===== src/rtl/mc_pkg.sv =====
// -----------------------------------------------------------------------------
// mc_pkg
// Shared definitions for the multicycle MIPS control FSM: state encoding,
// instruction opcode/funct constants and the control-field encodings that the
// datapath muxes expect.
// No ports (package).
// -----------------------------------------------------------------------------
package mc_pkg;

    typedef enum logic [3:0] {
        S_FETCH    = 4'd0,
        S_DECODE   = 4'd1,
        S_MEM_ADDR = 4'd2,
        S_MEM_RD   = 4'd3,
        S_MEM_WB   = 4'd4,
        S_MEM_WR   = 4'd5,
        S_R_EXEC   = 4'd6,
        S_R_WB     = 4'd7,
        S_BRANCH   = 4'd8,
        S_JUMP     = 4'd9,
        S_I_EXEC   = 4'd10,
        S_I_WB     = 4'd11,
        S_JAL      = 4'd12,
        S_JR       = 4'd13,
        S_TRAP     = 4'd15
    } state_e;

    // Instruction opcodes (instruction[31:26]) and the JR funct code.
    localparam logic [5:0] OP_RTYPE = 6'b000000;
    localparam logic [5:0] OP_LW    = 6'b100011;
    localparam logic [5:0] OP_SW    = 6'b101011;
    localparam logic [5:0] OP_BEQ   = 6'b000100;
    localparam logic [5:0] OP_J     = 6'b000010;
    localparam logic [5:0] OP_JAL   = 6'b000011;
    localparam logic [5:0] OP_ADDI  = 6'b001000;
    localparam logic [5:0] FN_JR    = 6'b001000;

    // ALUop: add, subtract (branch compare), or let the ALU decoder use funct.
    localparam logic [1:0] ALUOP_ADD   = 2'b00;
    localparam logic [1:0] ALUOP_SUB   = 2'b01;
    localparam logic [1:0] ALUOP_FUNCT = 2'b10;

    // PCSource: ALU result, ALUOut (branch target), jump target, register rs.
    localparam logic [1:0] PCSRC_ALU    = 2'b00;
    localparam logic [1:0] PCSRC_ALUOUT = 2'b01;
    localparam logic [1:0] PCSRC_JUMP   = 2'b10;
    localparam logic [1:0] PCSRC_REG    = 2'b11;

    // ALUSrcB: register B, constant 4, sign-extended imm, shifted imm.
    localparam logic [1:0] SRCB_REG   = 2'b00;
    localparam logic [1:0] SRCB_FOUR  = 2'b01;
    localparam logic [1:0] SRCB_IMM   = 2'b10;
    localparam logic [1:0] SRCB_BOFF  = 2'b11;

endpackage


===== src/rtl/mc_ctrl_decode.sv =====
// -----------------------------------------------------------------------------
// mc_ctrl_decode
// Combinational Moore decode of the control FSM state into datapath controls.
// Build option: JAL_JR_EN compiles in the JAL and JR state decodes; without it
// Jal stays 0 and PCSource never selects the register source.
// Ports:
//   state_i      current FSM state
//   mem_ready_i  memory done; only qualifies the FETCH-cycle IR/PC writes
//   PCWrite .. illegal, PCSource, ALUop, ALUSrcB   control outputs
// -----------------------------------------------------------------------------
module mc_ctrl_decode
    import mc_pkg::*;
(
    input  state_e     state_i,
    input  logic       mem_ready_i,
    output logic       PCWrite,
    output logic       PCWriteCond,
    output logic       IorD,
    output logic       MemRead,
    output logic       MemWrite,
    output logic       MemtoReg,
    output logic       IRWrite,
    output logic       ALUSrcA,
    output logic       RegWrite,
    output logic       RegDst,
    output logic       Jal,
    output logic       illegal,
    output logic [1:0] PCSource,
    output logic [1:0] ALUop,
    output logic [1:0] ALUSrcB
);

    always_comb begin
        // NOTE: every output gets a default before the case so that no path
        // leaves one unassigned, which would infer a latch.
        PCWrite     = 1'b0;
        PCWriteCond = 1'b0;
        IorD        = 1'b0;
        MemRead     = 1'b0;
        MemWrite    = 1'b0;
        MemtoReg    = 1'b0;
        IRWrite     = 1'b0;
        ALUSrcA     = 1'b0;
        RegWrite    = 1'b0;
        RegDst      = 1'b0;
        Jal         = 1'b0;
        illegal     = 1'b0;
        PCSource    = PCSRC_ALU;
        ALUop       = ALUOP_ADD;
        ALUSrcB     = SRCB_REG;

        case (state_i)
            S_FETCH: begin
                MemRead = 1'b1;
                ALUSrcB = SRCB_FOUR;
                // IR load and PC+4 only commit on the cycle the fetch completes.
                IRWrite = mem_ready_i;
                PCWrite = mem_ready_i;
            end
            S_DECODE: begin
                ALUSrcB = SRCB_BOFF;
            end
            S_MEM_ADDR, S_I_EXEC: begin
                ALUSrcA = 1'b1;
                ALUSrcB = SRCB_IMM;
            end
            S_MEM_RD: begin
                MemRead = 1'b1;
                IorD    = 1'b1;
            end
            S_MEM_WB: begin
                RegWrite = 1'b1;
                MemtoReg = 1'b1;
            end
            S_MEM_WR: begin
                MemWrite = 1'b1;
                IorD     = 1'b1;
            end
            S_R_EXEC: begin
                ALUSrcA = 1'b1;
                ALUop   = ALUOP_FUNCT;
            end
            S_R_WB: begin
                RegWrite = 1'b1;
                RegDst   = 1'b1;
            end
            S_I_WB: begin
                RegWrite = 1'b1;
            end
            S_BRANCH: begin
                ALUSrcA     = 1'b1;
                ALUop       = ALUOP_SUB;
                PCWriteCond = 1'b1;
                PCSource    = PCSRC_ALUOUT;
            end
            S_JUMP: begin
                PCWrite  = 1'b1;
                PCSource = PCSRC_JUMP;
            end
`ifdef JAL_JR_EN
            S_JAL: begin
                PCWrite  = 1'b1;
                PCSource = PCSRC_JUMP;
                RegWrite = 1'b1;
                Jal      = 1'b1;
            end
            S_JR: begin
                PCWrite  = 1'b1;
                PCSource = PCSRC_REG;
            end
`endif
            S_TRAP: begin
                illegal = 1'b1;
            end
            default: ;
        endcase
    end

endmodule


===== src/rtl/mc_control_fsm.sv =====
// -----------------------------------------------------------------------------
// mc_control_fsm
// Multicycle MIPS control unit: state register and next-state logic; the
// control outputs come from the mc_ctrl_decode sub-module.
// Build option: JAL_JR_EN enables the jal/jr paths; otherwise those encodings
// trap as illegal instructions.
// Ports:
//   clk, rst             rising-edge clock, synchronous active-high reset
//   opcode, funct        instruction fields from the instruction register
//   mem_ready            memory access completes this cycle
//   zero                 ALU zero flag (consumed by the datapath's pc_en)
//   PCWrite .. ALUSrcB   datapath control outputs
//   state_o              current state code for debug
// -----------------------------------------------------------------------------
module mc_control_fsm
    import mc_pkg::*;
#(
    parameter int OPW = 6
) (
    input  logic           clk,
    input  logic           rst,
    input  logic [OPW-1:0] opcode,
    input  logic [OPW-1:0] funct,
    input  logic           mem_ready,
    input  logic           zero,
    output logic           PCWrite,
    output logic           PCWriteCond,
    output logic           IorD,
    output logic           MemRead,
    output logic           MemWrite,
    output logic           MemtoReg,
    output logic           IRWrite,
    output logic           ALUSrcA,
    output logic           RegWrite,
    output logic           RegDst,
    output logic           Jal,
    output logic           illegal,
    output logic [1:0]     PCSource,
    output logic [1:0]     ALUop,
    output logic [1:0]     ALUSrcB,
    output logic [3:0]     state_o
);

    state_e state_q, state_d;

    always_ff @(posedge clk) begin
        // NOTE: non-blocking so every flop samples pre-edge values.
        if (rst) state_q <= S_FETCH;
        else     state_q <= state_d;
    end

    always_comb begin
        state_d = state_q;
        case (state_q)
            S_FETCH:  if (mem_ready) state_d = S_DECODE;
            S_DECODE: begin
                if (opcode == OPW'(OP_RTYPE)) begin
`ifdef JAL_JR_EN
                    state_d = (funct == OPW'(FN_JR)) ? S_JR : S_R_EXEC;
`else
                    state_d = (funct == OPW'(FN_JR)) ? S_TRAP : S_R_EXEC;
`endif
                end
                else if (opcode == OPW'(OP_LW) || opcode == OPW'(OP_SW)) state_d = S_MEM_ADDR;
                else if (opcode == OPW'(OP_BEQ))  state_d = S_BRANCH;
                else if (opcode == OPW'(OP_J))    state_d = S_JUMP;
`ifdef JAL_JR_EN
                else if (opcode == OPW'(OP_JAL))  state_d = S_JAL;
`endif
                else if (opcode == OPW'(OP_ADDI)) state_d = S_I_EXEC;
                else                              state_d = S_TRAP;
            end
            S_MEM_ADDR: begin
                if      (opcode == OPW'(OP_LW)) state_d = S_MEM_RD;
                else if (opcode == OPW'(OP_SW)) state_d = S_MEM_WR;
                else                            state_d = S_TRAP;
            end
            S_MEM_RD: if (mem_ready) state_d = S_MEM_WB;
            S_MEM_WR: if (mem_ready) state_d = S_FETCH;
            S_MEM_WB, S_R_WB, S_I_WB, S_BRANCH, S_JUMP: state_d = S_FETCH;
            S_R_EXEC: state_d = S_R_WB;
            S_I_EXEC: state_d = S_I_WB;
`ifdef JAL_JR_EN
            S_JAL, S_JR: state_d = S_FETCH;
`endif
            // TRAP is left only through reset.
            S_TRAP:  state_d = S_TRAP;
            default: state_d = S_TRAP;
        endcase
    end

    mc_ctrl_decode u_decode (
        .state_i     (state_q),
        .mem_ready_i (mem_ready),
        .PCWrite     (PCWrite),
        .PCWriteCond (PCWriteCond),
        .IorD        (IorD),
        .MemRead     (MemRead),
        .MemWrite    (MemWrite),
        .MemtoReg    (MemtoReg),
        .IRWrite     (IRWrite),
        .ALUSrcA     (ALUSrcA),
        .RegWrite    (RegWrite),
        .RegDst      (RegDst),
        .Jal         (Jal),
        .illegal     (illegal),
        .PCSource    (PCSource),
        .ALUop       (ALUop),
        .ALUSrcB     (ALUSrcB)
    );

    assign state_o = state_q;

    // The datapath forms pc_en from these signals; the local copy only keeps
    // the zero port referenced in this block.
    logic unused_pc_en;
    assign unused_pc_en = PCWrite | (PCWriteCond & zero);

endmodule


===== config.mk =====
export PLATFORM = sky130hd
export DESIGN_NAME = mc_control_fsm
export DESIGN_NICKNAME = d
export VERILOG_FILES = /design/src/rtl/mc_pkg.sv /design/src/rtl/mc_ctrl_decode.sv /design/src/rtl/mc_control_fsm.sv
export SDC_FILE = /design/constraint.sdc
export NUM_CORES = 1
export LEC_CHECK = 0
export BUFFER_PORTS_ARGS = -buffer_cell sky130_fd_sc_hd__buf_2
export CAP_MARGIN = 15
export CORE_MARGIN = 4
export CORE_UTILIZATION = 39
export CTS_BUF_LIST = sky130_fd_sc_hd__clkbuf_8
export DETAILED_ROUTE_END_ITERATION = 7
export PLACE_DENSITY = 0.78
export RECOVER_POWER = 100
export SYNTH_ARGS = -nofsm -noshare
export SYNTH_HDL_FRONTEND = slang
export SYNTH_SLANG_ARGS = --single-unit

===== constraint.sdc =====
create_clock -name clk -period 1.35 [get_ports clk]
set_input_delay 0.135 -clock clk [delete_from_list [all_inputs] [get_ports clk]]
set_output_delay 0.135 -clock clk [all_outputs]
set_load 0.1 [all_outputs]

==> flow_metrics.tcl, run 1 <==
set metrics [dict create \
    status "aborted with a tool error" \
    stop_stage "3_5_place_dp" \
    tool.error "[ERROR DPL-0038] Utilization greater than 100%, impossible to legalize" \
    syn_inst 86 \
    synth_seq_cells 4 \
    gp_congestion 0.998 \
    synthAdderAreaFrac 0 \
    synth.distinct_cells 41 \
    synthSimpleGateAreaFrac 0.425 \
    seq_area_frac_synth 0.137 \
    yosysWarnings 0 \
    portBuffers 35 \
    muxShareOfSynthArea 0 \
    dieWidth_um 46.7 \
    async_reset_ff_frac 0 \
    synth_top_family_by_area "simple AND/OR/NAND/NOR gates" \
    yosys.area_share.xor_xnor 0.0601 \
    yosys_most_used_dff "dfxtp_1" \
    synth_edf_count 0 \
    die_y_um 46.7 \
    num_rows 13 \
    syn_area_per_cell_sq_um 6.78 \
    syn_area_sq_um 583 \
    synth_nets 102 \
    io_pins 38 \
    synth_compound_area_frac 0.277 \
    start_util 0.432 \
]
## logic make-up after synthesis
kind of cell	after synthesis
other	1
DFF	4
xor gates and xnor gates	4
buffers and inverters	12
and+or+nand+nor	43
AOI/OAI and AO/OA	22
## per-stage QoR
stage	TNS [ns]	setup WS [ns]
3_3_place_gp	-0.274	-0.123
2_1_floorplan	-7.35	-0.756
## synthesized netlist by cell type (2+ instances only)
cell type | instances | area, sq um
xor2_1 | 2 | 17.5
nand2b_1 | 4 | 25.0
nand2_1 | 2 | 7.51
a21oi_1 | 3 | 15.0
nor3_1 | 8 | 40.0
xnor2_1 | 2 | 17.5
inv_1 | 2 | 7.51
and3_1 | 2 | 12.5
clkbuf_1 | 6 | 22.5
dfxtp_1 | 4 | 80.1
o22ai_1 | 2 | 12.5
nor3b_1 | 3 | 22.5
buf_4 | 2 | 15.0
o21ai_0 | 5 | 25.0
nor2_1 | 13 | 48.8
==> run 2, diff against run 1 <==
CORE_AREA = 4 4 65 67   (was default)
CORE_MARGIN = default   (was 4)
CORE_UTILIZATION = default   (was 39)
CTS_BUF_LIST = default   (was sky130_fd_sc_hd__clkbuf_8)
DIE_AREA = 0 0 69 71   (was default)
PLACE_DENSITY = default   (was 0.78)
PLACE_DENSITY_LB_ADDON = 0.15   (was default)
clock period = 1.76 ns   (was 1.35 ns; I/O delays follow)
==> run 2 against run 1 <==
Net effect: the run now ends clean; synthesized area is the same; synthesized cell count is the same.
==> flow_metrics.tcl, run 2 <==
set metrics [dict create \
    antennaDiodeCount 0 \
    clkLatencyLatePin_ns 0.21 \
    reg2reg_slack_ns 0.26 \
    ant_nets 0 \
    grt_max_degree 17 \
    holdPathStages 2 \
    numCtsBuffers 3 \
    synthToLayoutAreaGrowth_pct 89.5 \
    r2r-end "state_o[1]" \
    fmax_ghz 0.608 \
    placed_cells 163 \
    die_y_um 71 \
    fin_area_sq_mm 0.00110 \
    grt_usage 0.0851 \
    synthTopCellsByArea "dfxtp_1 (14%), nor2_1 (8.4%), nor3_1 (6.9%)" \
    final_common_cell "buf_2" \
    cts_buffer_depth 2 \
    first_global_vias 739 \
    num_rows 22 \
    rr_worst_depth 5 \
    crit_arrival_ns 1.47 \
    clock-sinks 4 \
    hold_path_class "in -> reg" \
    drive_above_1_share 0.542 \
    synthAdderAreaFrac 0 \
    critical_path_class "reg -> out" \
    synth_seq_cells 4 \
    muxShareOfSynthArea 0 \
    crit_family "buffers and inverters" \
    yosys.area_share.xor_xnor 0.0601 \
    io_pins 38 \
    dieArea_sq_mm 0.00490 \
    drc 0 \
    ctsHoldBuffers 0 \
    antenna_found_initial 0 \
    tritoncts "done" \
    yosys_most_used_dff "dfxtp_1" \
    hold_viol 0 \
    tightestPinTransition_ns 0.545 \
    grt_overflow 0 \
    syn_area_sq_um 583 \
    worst_path_max_delay_cell "clkbuf_2" \
    startpoint_type "flip-flop" \
    max_cap_violations 0 \
    grt_setup_unrepaired "no" \
    synth_top_family_by_area "simple AND/OR/NAND/NOR gates" \
    yosysWarnings 0 \
    whs_endpoint "state_o[0]" \
    fillerInstances 426 \
    clockRootBuffer "clkbuf_8" \
    vias_per_cell 4.42 \
    dieWidth_um 69 \
    min_from "rst" \
    path_buf_inv 1 \
    slew_headroom 0.638 \
    fin_nets 136 \
    synth_edf_count 0 \
    portBuffers 35 \
    cts_resized 0 \
    placed_area_sq_mm 0.00115 \
    final_cells 166 \
    core_area_sq_mm 0.00363 \
    synthSimpleGateAreaFrac 0.425 \
    synth_compound_area_frac 0.277 \
    first_pass_iters 4 \
    path_cells "nand2b_4 > nor3_4 > clkbuf_2" \
    syn_area_per_cell_sq_um 6.78 \
    drv_slew 0 \
    start_util 0.160 \
    fin_setup_tns_ns 0 \
    routed_wl_um 2050 \
    vias 734 \
    gp_congestion 0.788 \
    async_reset_ff_frac 0 \
    reg2reg_from "state_o[0]" \
    synth_top_area_share 0.137 \
    setup.worst_path.end_class "primary output" \
    largest_reg_flops 4 \
    drt-initial-drc-count 19 \
    synth_commonest_cells "nor2_1 (13), nor3_1 (8), clkbuf_1 (6)" \
    cts_setup_buffers 0 \
    synth_most_common_cell "nor2_1" \
    min_period_ns 1.64 \
    synth.distinct_cells 41 \
    cts_htree_levels 1 \
    setup_violations 0 \
    wl_per_cell_um 12.3 \
    fin_util 0.304 \
    path_max_fanout 14 \
    syn_inst 86 \
    post-route-period-util 0.934 \
    grt_pass1_wl_um 3540 \
    status "finished clean" \
    hpwl_um 1680 \
    seq_area_frac_synth 0.137 \
    max_stage_delay_ns 0.47 \
    fin_skew_ns 0.00104 \
    clk_pin_slew_ns 0.03 \
    synth_nets 102 \
    crit_required_ns 1.58 \
    synth_area_leader_cell "dfxtp_1" \
    final_cell_mix "buf_2 (15), nor2_1 (8), clkbuf_2 (8), buf_12 (8), nor3_1 (6)" \
]
-- run 2: cell counts after synthesis --
Identical to the previous run, type by type.
-- run 2: final cells by class --
type,count,area (sq um),share of cell area
Timing Repair Buffer,39,339,0.307
Inverter,2,7.51,0.00680
Multi-Input combinational cell,70,562,0.508
Sequential cell,4,95.1,0.0861
Clock buffer,3,41.3,0.0374
Tap cell,48,60.1,0.0544
-- run 2: worst max path at each step --
stage,from,end,slack (ns),cells past startpoint
6_report,state_o[2],ALUop[0],0.12,3
5_1_grt,state_o[2],ALUop[0],0.04,3
4_1_cts,state_o[0],PCWrite,0.11,4
3_5_place_dp,opcode[0],state_o[0],0.18,5
3_3_place_gp,opcode[0],state_o[0],0.19,5
2_1_floorplan,state_o[2],ALUop[0],-0.39,4
-- run 2: per-stage QoR --
step | setup slack (ns) | hold WS, ns
2_1_floorplan | -0.388 | 0.233
3_3_place_gp | 0.188 | 0.402
3_5_place_dp | 0.176 | 0.405
4_1_cts | 0.106 | 0.183
5_1_grt | 0.0360 | 0.194
6_report | 0.115 | 0.186
-- run 2: cell families (layout without fill, tap and decap cells) --
group	after synthesis	count (layout)
compound gates	22	22
xor+xnor	4	4
flops	4	4
other cells	1	1
buf+inv	12	44
simple gates	43	43
-- run 2: per-layer routing --
metal / GRT usage / routed length [um] / share of wire
met3: 0.0185 / 135 / 0.066
met1: 0.108 / 875 / 0.43
met2: 0.146 / 1040 / 0.51
met4: 0.0195 / 0 / 0
met5: 0 / 0 / 0
Power of run 2 is not shown: default switching activity piles up to over one toggle a cycle in this logic, so the estimate is an artifact.
==> run 3, diff against run 2 <==
BUFFER_PORTS_ARGS = default   (was -buffer_cell sky130_fd_sc_hd__buf_2)
DONT_BUFFER_PORTS = 1   (was default)
==> run 3 against run 2 <==
Net effect: cell count shrank 9.0%; die area is the same; setup slack gained 0.0021 ns; register-to-register slack gained 0.04 ns; flip-flop and latch count is the same; sequential share of layout area grew 0.22 points; cell area shrank 2.5%; critical endpoint is now ALUSrcB[0].
==> flow_metrics.tcl, run 3 (same netlist as run 2, synthesis figures left out) <==
set metrics [dict create \
    startpoint_type "flip-flop" \
    wl_per_cell_um 13.1 \
    portBuffers 0 \
    setup_violations 0 \
    crit_arrival_ns 1.47 \
    fin_hold_ws_ns 0.0191 \
    placed_cells 148 \
    post-route-period-util 0.933 \
    max_stage_delay_ns 0.39 \
    reg2reg_slack_ns 0.30 \
    fin_area_sq_mm 0.00108 \
    fmax_ghz 0.609 \
    gp_congestion 0.780 \
    synthToLayoutAreaGrowth_pct 84.8 \
    first_pass_iters 4 \
    num_rows 22 \
    clk_pin_slew_ns 0.03 \
    cts_resized 0 \
    antennaDiodeCount 0 \
    fin_skew_ns 0.00261 \
    cts_htree_levels 1 \
    path_cells "or2_0 > buf_4 > nor2_4 > clkbuf_4" \
    met1_length_um 869 \
    hold_path_class "in -> reg" \
    finalWorstSetupSlack_ns 0.117 \
    crit_required_ns 1.58 \
    final_cells 151 \
    drt-initial-drc-count 12 \
    grt_setup_unrepaired "no" \
    drc 0 \
    vias_per_cell 4.50 \
    cts_buffer_depth 2 \
    numCtsBuffers 3 \
    max_cap_violations 0 \
    hold_viol 0 \
    io_pins 38 \
    dr.max_layer_used "met3" \
    start_util 0.160 \
    drv_slew 0 \
    routed_wl_um 1980 \
    wl_met3_um 134 \
    ant_nets 0 \
    path_buf_inv 2 \
    setup.worst_path.end_class "primary output" \
    grt_max_degree 15 \
    placed_area_sq_mm 0.00113 \
    dieArea_sq_mm 0.00490 \
    tightestPinTransition_ns 0.548 \
    critical_path_class "reg -> out" \
    clock-sinks 4 \
    final_common_cell "buf_12" \
    grt_pass1_wl_um 3280 \
    clockRootBuffer "clkbuf_8" \
    antenna_found_initial 0 \
    tritoncts "done" \
    drive_above_1_share 0.495 \
    ctsHoldBuffers 0 \
    wl_met2_um 974 \
    first_global_vias 685 \
    clkLatencyLatePin_ns 0.21 \
    slew_headroom 0.636 \
    largest_reg_flops 4 \
    status "finished clean" \
    dpl_worst_slack_ns 0.287 \
    grt_usage 0.0810 \
    worst_path_max_delay_cell "dfxtp_4" \
    core_area_sq_mm 0.00363 \
    grt_overflow 0 \
    cts_setup_buffers 0 \
    final_cell_mix "buf_12 (9), nor2_1 (8), clkbuf_2 (6)" \
    fin_nets 121 \
    path_max_fanout 14 \
    crit_family "buffers and inverters" \
    vias 679 \
    hpwl_um 1630 \
    die_y_um 71 \
    min_period_ns 1.64 \
    dieWidth_um 69 \
]
==> run 3: changes by cell type in the layout (fill, tap and decap cells not counted), moves of 2 or more <==
| cell | previous run | this run |
|---|---|---|
| buf_6 | 2 | 0 |
| nor3_1 | 6 | 4 |
| buf_2 | 15 | 0 |
| clkbuf_2 | 8 | 6 |
==> run 3: stage by stage <==
step | utilization | TNS, ns
floorplan | - | -1.84
global placement | 0.311 | 0
detailed placement | 0.311 | 0
CTS | 0.322 | 0
global route | 0.296 | 0
finish | 0.296 | 0
==> run 3: layout make-up <==
class / count / area [sq um]
fillers: 398 / 2560
multi-input cells: 70 / 579
repair buffers: 24 / 294
flip-flops and latches: 4 / 95.1
well taps: 48 / 60.1
clock buffers: 3 / 41.3
inverters: 2 / 7.51
==> run 3: routing by layer <==
metal / global-route usage / vias to the layer above
met3: 0.0270 / 0
met2: 0.133 / 25
met5: 0 / -
met4: 0.0195 / 0
met1: 0.102 / 306
li1: - / 348
==> run 3: final timing paths <==
check | cells after the start | end | start
hold / removal | 1 | state_o[0] | rst
setup reg to reg | 4 | state_o[0] | state_o[2]
setup / recovery | 4 | ALUSrcB[0] | state_o[2]
hold reg to reg | 2 | state_o[3] | state_o[3]
==> run 3: worst register-to-register path, delay by kind of cell (launching register included) <==
family	cells	cell delay (ns)
AOI/OAI and AO/OA	3	0.70
DFF	1	0.39
and+or+nand+nor	1	0.28
Power of run 3 is left out for the same reason.
==> run 4, diff against run 3 <==
SYNTH_HIERARCHICAL = 1   (was default)
==> run 4 against run 3 <==
Net effect: non-clock buffer count grew 1; register-to-register slack lost 0.18 ns; worst hold slack lost 0.0074 ns; first-iteration DRC count grew 92%; largest cell class unchanged; highest routed layer is now met4.
==> flow_metrics.tcl, run 4 <==
set metrics [dict create \
    yosysWarnings 6 \
    path_cells "or3b_1 > a211oi_4 > buf_6" \
    clkLatencyLatePin_ns 0.22 \
    core_area_sq_mm 0.00363 \
    synth.distinct_cells 45 \
    synth_area_leader_cell "dfxtp_1" \
    largest_reg_flops 4 \
    synth_commonest_cells "nor2_1 (11), nand2_1 (8), nand2b_1 (7), nor3_1 (7)" \
    max_stage_delay_ns 0.43 \
    first_global_vias 750 \
    dieWidth_um 69 \
    fmax_ghz 0.590 \
    io_pins 38 \
    tightestPinTransition_ns 0.543 \
    syn_inst 100 \
    synth_edf_count 0 \
    fin_skew_ns 0.00482 \
    tritoncts "done" \
    drv_slew 0 \
    setup_violations 0 \
    startpoint_type "flip-flop" \
    fillerInstances 398 \
    synthToLayoutAreaGrowth_pct 65.6 \
    async_reset_ff_frac 0 \
    cts_setup_buffers 0 \
    portBuffers 0 \
    clockRootBuffer "clkbuf_8" \
    setup.worst_path.end_class "primary output" \
    grt_usage 0.0872 \
    grt_setup_unrepaired "no" \
    die_y_um 71 \
    gp_congestion 0.775 \
    grt_overflow 0 \
    start_util 0.194 \
    wl_per_cell_um 12.8 \
    hold_path_class "in -> reg" \
    numCtsBuffers 3 \
    worst_path_max_delay_cell "or3b_1" \
    status "finished clean" \
    path_max_fanout 17 \
    cts_buffer_depth 2 \
    final_cell_mix "buf_4 (9), nor2_1 (8), nand2_1 (8)" \
    post-route-period-util 0.963 \
    synthTopCellsByArea "dfxtp_1 (11%), nand2b_1 (6.2%), nor2_1 (5.9%)" \
    ant_nets 0 \
    critical_path_class "reg -> out" \
    max_cap_violations 0 \
    drive_above_1_share 0.475 \
    syn_area_sq_um 706 \
    crit_arrival_ns 1.52 \
    vias 780 \
    slew_headroom 0.639 \
    hpwl_um 1720 \
    drc 0 \
    final_common_cell "buf_4" \
    synth_nets 116 \
    hold_viol 0 \
    clock-sinks 4 \
    seq_area_frac_synth 0.113 \
    routed_wl_um 2130 \
    num_rows 22 \
    fin_nets 136 \
    clk_pin_slew_ns 0.04 \
    synth_top_area_share 0.113 \
    grt_pass1_wl_um 3660 \
    antenna_found_initial 0 \
    dieArea_sq_mm 0.00490 \
    grt_max_degree 22 \
    drt-initial-drc-count 23 \
    rr_worst_depth 4 \
    placed_area_sq_mm 0.00125 \
    cts_htree_levels 1 \
    vias_per_cell 4.70 \
    min_period_ns 1.69 \
    synth_seq_cells 4 \
    crit_required_ns 1.58 \
    yosys_most_used_dff "dfxtp_1" \
    holdPathStages 1 \
    fin_area_sq_mm 0.00117 \
    syn_area_per_cell_sq_um 7.06 \
    first_pass_iters 4 \
    antennaDiodeCount 0 \
    synth_most_common_cell "nor2_1" \
]
==> run 4: cell count changes after synthesis, sizes merged, moves of 3 or more <==
cell	change
nand2	+6
clkbuf	-5
o21ai	-3
nor4	+3
buf	+5
nand2b	+3
==> run 4: timing repair <==
item	4_1_cts	5_1_grt
pin swaps	0	1
setup endpoints to repair	1	1
hold buffers	0	0
gates resized for setup	1	0
==> run 4: routing by layer <==
layer  part of all wire  track usage
met5                  0            0
met4             0.0066       0.0260
met3              0.077       0.0313
met2               0.47        0.138
met1               0.45        0.111
==> run 4: path summary, 6_finish.rpt <==
path / startpoint / to / slack (ns)
min: rst / state_o[0] / 0.01
max: state_o[3] / PCWrite / 0.07
max reg2reg: state_o[3] / state_o[0] / 0.12
min reg2reg: state_o[0] / state_o[1] / 0.55
==> run 4: cell families (layout without fill, tap and decap cells) <==
kind of cell             count (synthesis)  after routing  synth area share
AO/OA/AOI/OAI                           23             23             0.268
XOR/XNOR                                 5              5            0.0621
adder cells (fa/ha/maj)                  1              1            0.0142
buffers and inverters                   13             31             0.112
flip-flops                               4              4             0.113
other                                    1              1           0.00531
AND/OR/NAND/NOR                         53             53             0.426
==> run 4: metrics by stage <==
stage	TNS (ns)	setup slack, ns	utilization	hold WS, ns	cells
5_1_grt	0	0.0134	0.322	0.00303	166
6_report	0	0.0658	0.322	0.0117	166
3_5_place_dp	0	0.209	0.344	0.237	163
4_1_cts	0	0.0226	0.357	0.00719	166
3_3_place_gp	0	0.212	0.344	0.236	163
2_1_floorplan	-2.05	-0.371	-	0.233	100
==> run 4: worst max-delay path, delay by kind of cell (launching register included) <==
kind	cells	cell delay (ns)
compound gates	1	0.22
buf+inv	1	0.25
flops	1	0.40
simple gates	1	0.43
==> run 4: area by class of cell <==
type	instances	area [sq um]	area share
well taps	48	60.1	0.0514
multi-input cells	83	669	0.573
inverters	3	11.3	0.00964
repair buffers	25	292	0.249
flip-flops and latches	4	95.1	0.0814
clock buffers	3	41.3	0.0353
Power of run 4 is left out for the same reason.
